**src/rtl/reg_bank_param.sv**
```systemverilog
// Parameterised register bank: two combinational read ports, one write port, sequential clear sweep.
// Define REG_BANK_BYPASS_EN to forward a qualifying write's data to matching read ports in the same cycle.
module reg_bank_param #(
  parameter int WIDTH   = 8,
  parameter int DEPTH   = 8,
  parameter bit ZERO_R0 = 1'b0,
  localparam int AW     = $clog2(DEPTH)
) (
  input  logic             clk,
  input  logic             rst_n,
  input  logic             cen,
  input  logic             we,
  input  logic [AW-1:0]    rs_i,
  input  logic [AW-1:0]    rs2_i,
  input  logic [AW-1:0]    rd_i,
  input  logic [WIDTH-1:0] dat_i,
  input  logic             clr_i,
  output logic [WIDTH-1:0] rs_o,
  output logic [WIDTH-1:0] rs2_o,
  output logic             busy_o
);

  typedef enum logic {IDLE, CLEAR} state_e;

  state_e           state_q, state_d;
  logic [AW-1:0]    ptr_q, ptr_d;
  logic [WIDTH-1:0] mem_q [DEPTH];

  logic             wr_qual;
  logic             wr_en;
  logic [AW-1:0]    wr_addr;
  logic [WIDTH-1:0] wr_data;

  // A clear request accepted at the same edge takes priority over the write.
  assign wr_qual = cen && we && (state_q == IDLE) && !clr_i;
  assign busy_o  = (state_q == CLEAR);

  always_comb begin
    state_d = state_q;
    ptr_d   = ptr_q;
    wr_en   = 1'b0;
    wr_addr = rd_i;
    wr_data = dat_i;
    case (state_q)
      IDLE: begin
        if (clr_i) begin
          state_d = CLEAR;
          ptr_d   = '0;
        end else if (wr_qual && !(ZERO_R0 && (rd_i == '0))) begin
          wr_en = 1'b1;
        end
      end
      CLEAR: begin
        wr_en   = 1'b1;
        wr_addr = ptr_q;
        wr_data = '0;
        ptr_d   = ptr_q + AW'(1);
        if (ptr_q == AW'(DEPTH - 1)) state_d = IDLE;
      end
      default: state_d = IDLE;
    endcase
  end

  always_ff @(posedge clk or negedge rst_n) begin
    if (!rst_n) begin
      state_q <= IDLE;
      ptr_q   <= '0;
      for (int i = 0; i < DEPTH; i++) mem_q[i] <= '0;
    end else if (cen) begin
      state_q <= state_d;
      ptr_q   <= ptr_d;
      if (wr_en) mem_q[wr_addr] <= wr_data;
    end
  end

  always_comb begin
    rs_o = mem_q[rs_i];
`ifdef REG_BANK_BYPASS_EN
    if (wr_qual && (rd_i == rs_i)) rs_o = dat_i;
`endif
    if (ZERO_R0 && (rs_i == '0)) rs_o = '0;
  end

  always_comb begin
    rs2_o = mem_q[rs2_i];
`ifdef REG_BANK_BYPASS_EN
    if (wr_qual && (rd_i == rs2_i)) rs2_o = dat_i;
`endif
    if (ZERO_R0 && (rs2_i == '0)) rs2_o = '0;
  end

endmodule

```
**config.mk**
```make
export PLATFORM = sky130hd
export DESIGN_NAME = reg_bank_param
export DESIGN_NICKNAME = d
export VERILOG_FILES = /design/src/rtl/reg_bank_param.sv
export SDC_FILE = /design/constraint.sdc
export NUM_CORES = 1
export LEC_CHECK = 0
export BUFFER_PORTS_ARGS = -buffer_cell sky130_fd_sc_hd__buf_4
export CORE_AREA = 2 2 108 110
export CTS_CLUSTER_DIAMETER = 60
export CTS_CLUSTER_SIZE = 28
export DETAILED_ROUTE_END_ITERATION = 7
export DIE_AREA = 0 0 110 112
export PLACE_DENSITY = 0.57
export SYNTH_ARGS = -nofsm -noshare
export SYNTH_HDL_FRONTEND = slang
export SYNTH_SLANG_ARGS = --single-unit
```
**constraint.sdc**
```tcl
create_clock -name clk -period 2.1 [get_ports clk]
set_clock_uncertainty 0.1 [all_clocks]
set_input_delay 0.315 -clock clk [delete_from_list [all_inputs] [get_ports clk]]
set_output_delay 0.315 -clock clk [all_outputs]
set_load 0.005 [all_outputs]
```
After elaboration in Yosys (flattened, before gate mapping)
Index checks and enable logic that the tools add are counted.

word-level totals
  output and inout bits = 17
  input bits = 22
  register bits after elaboration = 68
  word-level logic and storage cells = 47

operators by class
  bitwise gates (word level) = 4
  equality and inequality tests = 2
  $lt $le $gt $ge = 4
  add/sub/neg operators = 1
  reductions and logical operators = 7
  muxes and demuxes = 19

operator list
  operator                                                                      count
  64-bit bitwise mux                                                            1
  8-bit binary-select mux with 3-bit select                                     2
  8-bit 2-to-1 mux                                                              6
  8-bit demux with 3-bit select                                                 1
  4-bit >= comparator, second input constant                                    3
  3-bit NOT with 4-bit output                                                   3
  3-bit 2-to-1 mux                                                              2
  3-bit one-hot mux with 2 select lines                                         1
  1-bit logical AND                                                             4
  4-bit by 1-bit less-than comparator with 1-bit output, second input constant  1
  1-bit 2-to-1 mux                                                              4
  1-bit one-hot mux with 2 select lines                                         2
  2-bit AND reduction                                                           2
  3-bit by 1-bit adder with 3-bit output, second input constant                 1
  3-bit == test, second input constant                                          1
  2-bit inequality test, second input constant                                  1
  1-bit logical NOT                                                             1
  1-bit NOT                                                                     1

Longest topological paths before layout
Gate-level depths: netlist (run 1).

  word-level depth = 7
  depth in mapped cells = 5

Least setup slack after synthesis (run 1)
No wires, ideal clock.

  path kind = input-to-output
  from = in rs2_i[0]
  to = out rs2_o[0]
  stages on the path = 4
  data required time = 1.685 ns
  slack = 0.056 ns
  arrival time = 1.629 ns
  path through = buf_2 -> buf_2 -> mux4_2 -> mux2_2

on the way
  cells in the longest elaborated chain, start to end = 4

ends and longest elaborated chain
  what                                                 line  text
  start: declaration                                   14    input logic [AW-1:0] rs2_i,
  3-bit NOT with 4-bit output (not written as such)    85    rs2_o = mem_q[rs2_i];
  8-bit binary-select mux with 3-bit select            85
  8-bit 2-to-1 mux (not written as such) (2 in a row)  85
  end: declaration                                     19    output logic [WIDTH-1:0] rs2_o,

Every way passes these cells. The select of a mux whose other input is x is not followed.

Worst setup path in the final report (run 1)
  from = reg mem_q[4] (netlist bit)
  to = out rs2_o[4]

on the way
  cells in the longest elaborated chain, start to end = 3

ends and longest elaborated chain
  what                                                 line  text
  start: declaration                                   27    logic [WIDTH-1:0] mem_q [DEPTH];
  start signal: indexed assignment                     72    if (wr_en) mem_q[wr_addr] <= wr_data;
  8-bit binary-select mux with 3-bit select            85
  8-bit 2-to-1 mux (not written as such) (2 in a row)  85

Every way passes these cells. The select of a mux whose other input is x is not followed.

==> impl_metrics.env, run 1 <==
export IMPL_fin_crit_ns=2.02
export IMPL_boundaryPins=39
export IMPL_antenna_diode_count=0
export IMPL_p_leak_nw=2.19
export IMPL_via_per_inst=5.27
export IMPL_drive_gt1_share_pct=52.1
export IMPL_cts_root_buffer="clkbuf_16"
export IMPL_die_y_um=112
export IMPL_dpl_hpwl_mm=6.34
export IMPL_clk_pin_slew_ns=0.06
export IMPL_fillerInstances=1030
export IMPL_area_growth_synth_to_final_pct=27.1
export IMPL_avgSynthCellArea_sq_um=16.1
export IMPL_seqPwrFrac_pct=36.9
export IMPL_routed_wl_mm=8.72
export IMPL_ys_seq_area_share_pct=45.4
export IMPL_critPathMaxFanout=3
export IMPL_clkPwrFrac_pct=33.1
export IMPL_final_common_cell="dfrtp_1"
export IMPL_power_density_mw_per_mm2=1180
export IMPL_grt_first_pass_wirelength_mm=14.4
export IMPL_wl_met3_um=250
export IMPL_worstSetupStartpointType="flip-flop"
export IMPL_crit_start="mem_q[4]$_DFFE_PN0P_"
export IMPL_worst_pin_slew_ns=0.626
export IMPL_max_freq_ghz=0.495
export IMPL_gp_congestion=0.768
export IMPL_start_util_pct=33.5
export IMPL_rsz0062_at_grt="false"
export IMPL_ys_warn_count=0
export IMPL_coreArea_sq_mm=0.0112
export IMPL_drtIter0Drc=68
export IMPL_syn_nets=257
export IMPL_cts_buffer_depth=2
export IMPL_fin_setup_tns_ns=0
export IMPL_outcome="completed"
export IMPL_multiInputGateArea_sq_mm=0.00198
export IMPL_min_path_cells=3
export IMPL_setup_ws_ns=0.0803
export IMPL_max_vdd_ir_drop_mv=0.500
export IMPL_dieArea_sq_mm=0.0123
export IMPL_cts_sinks=68
export IMPL_wl_met1_mm=4.17
export IMPL_rows=39
export IMPL_r2r_cells=5
export IMPL_cp_end_kind="primary output"
export IMPL_first_pass_iters=4
export IMPL_setup_viol_count_final=0
export IMPL_wl_met2_mm=4.20
export IMPL_antenna_found_initial=0
export IMPL_cts_made_buffers=9
export IMPL_hold_class="in2reg"
export IMPL_sw_frac_of_total_pct=27.2
export IMPL_vias=2291
export IMPL_p_sw_mw=1.53
export IMPL_dpl_worst_slack_ns=0.111
export IMPL_p_total_mw=5.64
export IMPL_postRouteAntennaNets=0
export IMPL_hold_viol=0
export IMPL_grt_usage_pct=15.8
export IMPL_worstSetupPathType="reg2out"
export IMPL_crit_arrival_ns=1.60
export IMPL_h_tree_depth=3
export IMPL_highest_layer="met4"
export IMPL_maxCapViolCount=0
export IMPL_final_nets=311
export IMPL_grt_max_degree=34
export IMPL_grt_pass1_vias=2589
export IMPL_fin_hold_ws_ns=0.215
export IMPL_r2r_slack_ns=0.18
export IMPL_report_final_slew_viol_count=0
export IMPL_min_from="clr_i"
export IMPL_remaining_drc_errors=0
export IMPL_seq_area_sq_mm=0.00170
export IMPL_die_w_um=110
export IMPL_synth_area_sq_mm=0.00374
export IMPL_netlist_instances=233
export IMPL_overflow=0
export IMPL_ys_types=25
export IMPL_avgRoutedWirePerCell_um=20.0
export IMPL_comb_power_share_pct=30.0
export IMPL_reg2reg_from="busy_o$_DFFE_PN0P_"
export IMPL_numPortBuffers=38
export IMPL_final_cell_mix="68 x dfrtp_1, 50 x buf_4, 41 x mux2_1"
export IMPL_min_period_over_period_pct=96.2
export IMPL_max_slew_margin_pct=58.2
export IMPL_worstPathRequired_ns=1.68
export IMPL_cts_tree="built"
export IMPL_p_int_mw=4.11
export IMPL_synth_seq_cells=68
export IMPL_clk_latency_ns=0.32
-- power by group through the flow --
stage	combinational, mW	sequential, mW	clock [mW]
floorplan	1.18	1.99	0
global placement	1.67	2.08	0
finish	1.69	2.08	1.87
detailed placement	1.70	2.11	0
CTS	1.71	2.08	1.90
global route	1.84	2.16	1.97
-- cell usage after synthesis --
cell        n  area share (%)
buf_2       7            0.94
nand3_1     1            0.13
nand4b_1    1            0.23
or4b_4      1            0.37
nand3b_1    3            0.60
o32ai_4     1            0.74
mux2_2     39              12
mux2_1     41              12
o32a_1      1            0.27
mux4_2     32              19
dfrtp_1    68              45
nand2_1     3            0.30
nand4bb_1   2            0.60
ha_1        2            0.67
nand2b_1    2            0.33
or3b_1      1            0.23
o22ai_4     3             1.6
nor2b_1     8             1.3
a32o_1      2            0.53
o21ai_0     2            0.27
clkbuf_1    5            0.50
a31oi_1     1            0.17
buf_1       3            0.30
a21oi_1     1            0.13
o22ai_2     3             1.0
-- flip-flops by register name (all words and copies together), names as in the netlist --
signal / count
mem_q: 64
ptr_q: 3
busy_o: 1
-- layout make-up --
class                           instances  share of cell area (%)
Clock buffer                           10                    5.02
Clock inverter                          6                    2.84
Multi-Input combinational cell        150                    41.6
Sequential cell                        68                    35.8
Tap cell                              143                    3.76
Timing Repair Buffer                   58                    11.0
-- per-layer routing --
| metal | vias up | track usage (%) |
|---|---|---|
| li1 | 1027 | - |
| met1 | 1222 | 22.9 |
| met2 | 35 | 24.3 |
| met3 | 7 | 3.22 |
| met5 | - | 0 |
| met4 | 0 | 4.30 |
-- stage by stage --
step | std cells | util, % | instance area, sq um
2_1_floorplan | 233 | - | 3740
6_report | 435 | 42.6 | 4760
3_5_place_dp | 417 | 39.0 | 4350
4_1_cts | 434 | 42.4 | 4740
3_3_place_gp | 417 | 39.0 | 4350
5_1_grt | 435 | 42.6 | 4760
-- path summary, 6_finish.rpt --
kind | endpoint
max | rs2_o[4]
max in group asynchronous | mem_q[57]$_DFFE_PN0P_
min reg2reg | mem_q[32]$_DFFE_PN0P_
max reg2reg | mem_q[23]$_DFFE_PN0P_
min | busy_o$_DFFE_PN0P_
min in group asynchronous | mem_q[1]$_DFFE_PN0P_
-- logic make-up (layout without fill, tap and decap cells) --
kind of cell / Yosys count / count (layout) / synth area share, %
AO/OA/AOI/OAI: 14 / 14 / 4.71
multiplexers: 112 / 112 / 43.3
flip-flops: 68 / 68 / 45.4
adder cells (fa/ha/maj): 2 / 2 / 0.668
buffers and inverters: 15 / 74 / 1.74
AND/OR/NAND/NOR: 22 / 22 / 4.14
-- worst max-delay path: stages (launching register included) --
cell     delay [ns]
dfrtp_1        0.39
mux4_2         0.47
mux2_2         0.29
buf_4          0.14
-- timing repair --
action | CTS | global route
gates resized for setup | 0 | 0
setup endpoints to repair | 0 | 7
endpoints found under the hold margin | 20 | 0
hold buffers | 1 | 0
setup buffers | 0 | 1
Note: power is estimated with default switching activity, not from simulation.
==> run 2: changes to the inputs <==
Clock period 2.1 ns to 2.6 ns, I/O delays scaled along.
==> impl_metrics.env, run 2 (synthesis gave the netlist of run 1 again) <==
export IMPL_cp_end_kind="flip-flop"
export IMPL_worstSetupStartpointType="flip-flop"
export IMPL_min_period_over_period_pct=84.8
export IMPL_post_route_util_pct=40.3
export IMPL_endpoint="mem_q[56]$_DFFE_PN0P_"
export IMPL_cts_buffer_depth=2
export IMPL_r2r_cells=4
export IMPL_outcome="completed"
export IMPL_critPathMaxFanout=16
export IMPL_rows=39
export IMPL_first_pass_iters=4
export IMPL_max_slew_margin_pct=41.7
export IMPL_hold_class="in2async"
export IMPL_crit_arrival_ns=2.31
export IMPL_start_util_pct=33.5
export IMPL_overflow=0
export IMPL_area_growth_synth_to_final_pct=20.3
export IMPL_drive_gt1_share_pct=49.6
export IMPL_final_cell_mix="68 x dfrtp_1, 44 x buf_4, 41 x mux2_1"
export IMPL_antenna_found_initial=0
export IMPL_grt_usage_pct=15.1
export IMPL_rsz0062_at_grt="false"
export IMPL_clk_pin_slew_ns=0.06
export IMPL_fin_crit_ns=2.21
export IMPL_dieArea_sq_mm=0.0123
export IMPL_fin_hold_ws_ns=0.0705
export IMPL_crit_start="busy_o$_DFFE_PN0P_"
export IMPL_largest_reg_flops=64
export IMPL_vias=2248
export IMPL_clk_latency_ns=0.33
export IMPL_h_tree_depth=3
export IMPL_cts_made_buffers=9
export IMPL_setup_ws_ns=0.395
export IMPL_cts_hold_buf=0
export IMPL_r2r_end="mem_q[56]$_DFFE_PN0P_"
export IMPL_routed_wl_mm=8.56
export IMPL_die_y_um=112
export IMPL_report_final_slew_viol_count=0
export IMPL_drtIter0Drc=51
export IMPL_maxCapViolCount=0
export IMPL_grt_max_degree=69
export IMPL_p_leak_nw=2.07
export IMPL_final_nets=297
export IMPL_dpl_worst_slack_ns=0.395
export IMPL_r2r_slack_ns=0.39
export IMPL_final_common_cell="dfrtp_1"
export IMPL_fin_setup_tns_ns=0
export IMPL_dpl_hpwl_mm=5.96
export IMPL_grt_first_pass_wirelength_mm=13.5
export IMPL_boundaryPins=39
export IMPL_grt_pass1_vias=2471
export IMPL_coreArea_sq_mm=0.0112
export IMPL_max_vdd_ir_drop_mv=0.460
export IMPL_top_register="mem_q"
export IMPL_max_freq_ghz=0.453
export IMPL_reg2reg_from="busy_o$_DFFE_PN0P_"
export IMPL_worstPathRequired_ns=2.71
export IMPL_power_density_mw_per_mm2=949
export IMPL_numPortBuffers=38
export IMPL_remaining_drc_errors=0
export IMPL_cts_resized=0
export IMPL_cts_sinks=68
export IMPL_cts_setup_buffers=0
export IMPL_hold_viol=0
export IMPL_cts_tree="built"
export IMPL_setup_viol_count_final=0
export IMPL_gp_congestion=0.743
export IMPL_via_per_inst=5.34
export IMPL_antenna_diode_count=0
export IMPL_cts_root_buffer="clkbuf_16"
export IMPL_die_w_um=110
export IMPL_avgRoutedWirePerCell_um=20.3
export IMPL_postRouteAntennaNets=0
export IMPL_worst_pin_slew_ns=0.875
export IMPL_worstSetupPathType="reg2reg"
-- run 2: cell count changes in the layout (fill, tap and decap cells not counted) --
cell,previous run,this run
buf_12,7,0
buf_4,50,44
bufinv_16,4,2
clkbuf_1,0,1
clkinv_2,0,3
clkinvlp_4,2,0
dlygate4sd3_1,1,0
-- run 2: report_power, final --
part,switching (mW),internal (mW)
registers,0.292,1.42
clock network,0.444,0.861
logic,0.486,0.777
-- run 2: final cells by class --
| type | instances | area [sq um] |
|---|---|---|
| clock buffer | 11 | 243 |
| multi-input combinational | 150 | 1980 |
| clock inverter | 5 | 75.1 |
| sequential | 68 | 1700 |
| tap | 143 | 179 |
| timing repair buffer | 44 | 330 |
| fill | 1039 | 6670 |
-- run 2: critical path, stage by stage, from the launching register on --
cell and delay [ns]:
dfrtp_1 0.61, buf_4 0.24, nand2b_1 0.21, o32a_1 0.55, mux2_1 0.37
-- run 2: how the worst min path moves through the flow --
stage | endpoint | slack [ns] | start | depth (start not counted)
5_1_grt | mem_q[1]$_DFFE_PN0P_ | 0.15 | rst_n | 1
6_report | mem_q[1]$_DFFE_PN0P_ | 0.07 | rst_n | 1
4_1_cts | busy_o$_DFFE_PN0P_ | 0.11 | rst_n | 1
3_3_place_gp | mem_q[47]$_DFFE_PN0P_ | 0.38 | mem_q[47]$_DFFE_PN0P_ | 1
3_5_place_dp | mem_q[15]$_DFFE_PN0P_ | 0.39 | mem_q[15]$_DFFE_PN0P_ | 1
2_1_floorplan | busy_o$_DFFE_PN0P_ | -0.006 | rst_n | 0
-- run 2: metrics by stage --
| stage | instances | total power [mW] | cell area, sq um |
|---|---|---|---|
| 6_report | 421 | 4.28 | 4510 |
| 5_1_grt | 421 | 4.52 | 4510 |
| 4_1_cts | 421 | 4.32 | 4510 |
| 3_5_place_dp | 405 | 3.01 | 4190 |
| 3_3_place_gp | 405 | 2.96 | 4190 |
| 2_1_floorplan | 233 | 2.56 | 3740 |
-- run 2: per-layer routing --
metal / track usage, % / routed length [um] / vias to the layer above
met1: 21.2 / 3990 / 1182
met2: 22.7 / 4080 / 49
met4: 4.73 / 123 / 0
met5: 0 / 0 / -
li1: - / - / 1004
met3: 3.92 / 373 / 13
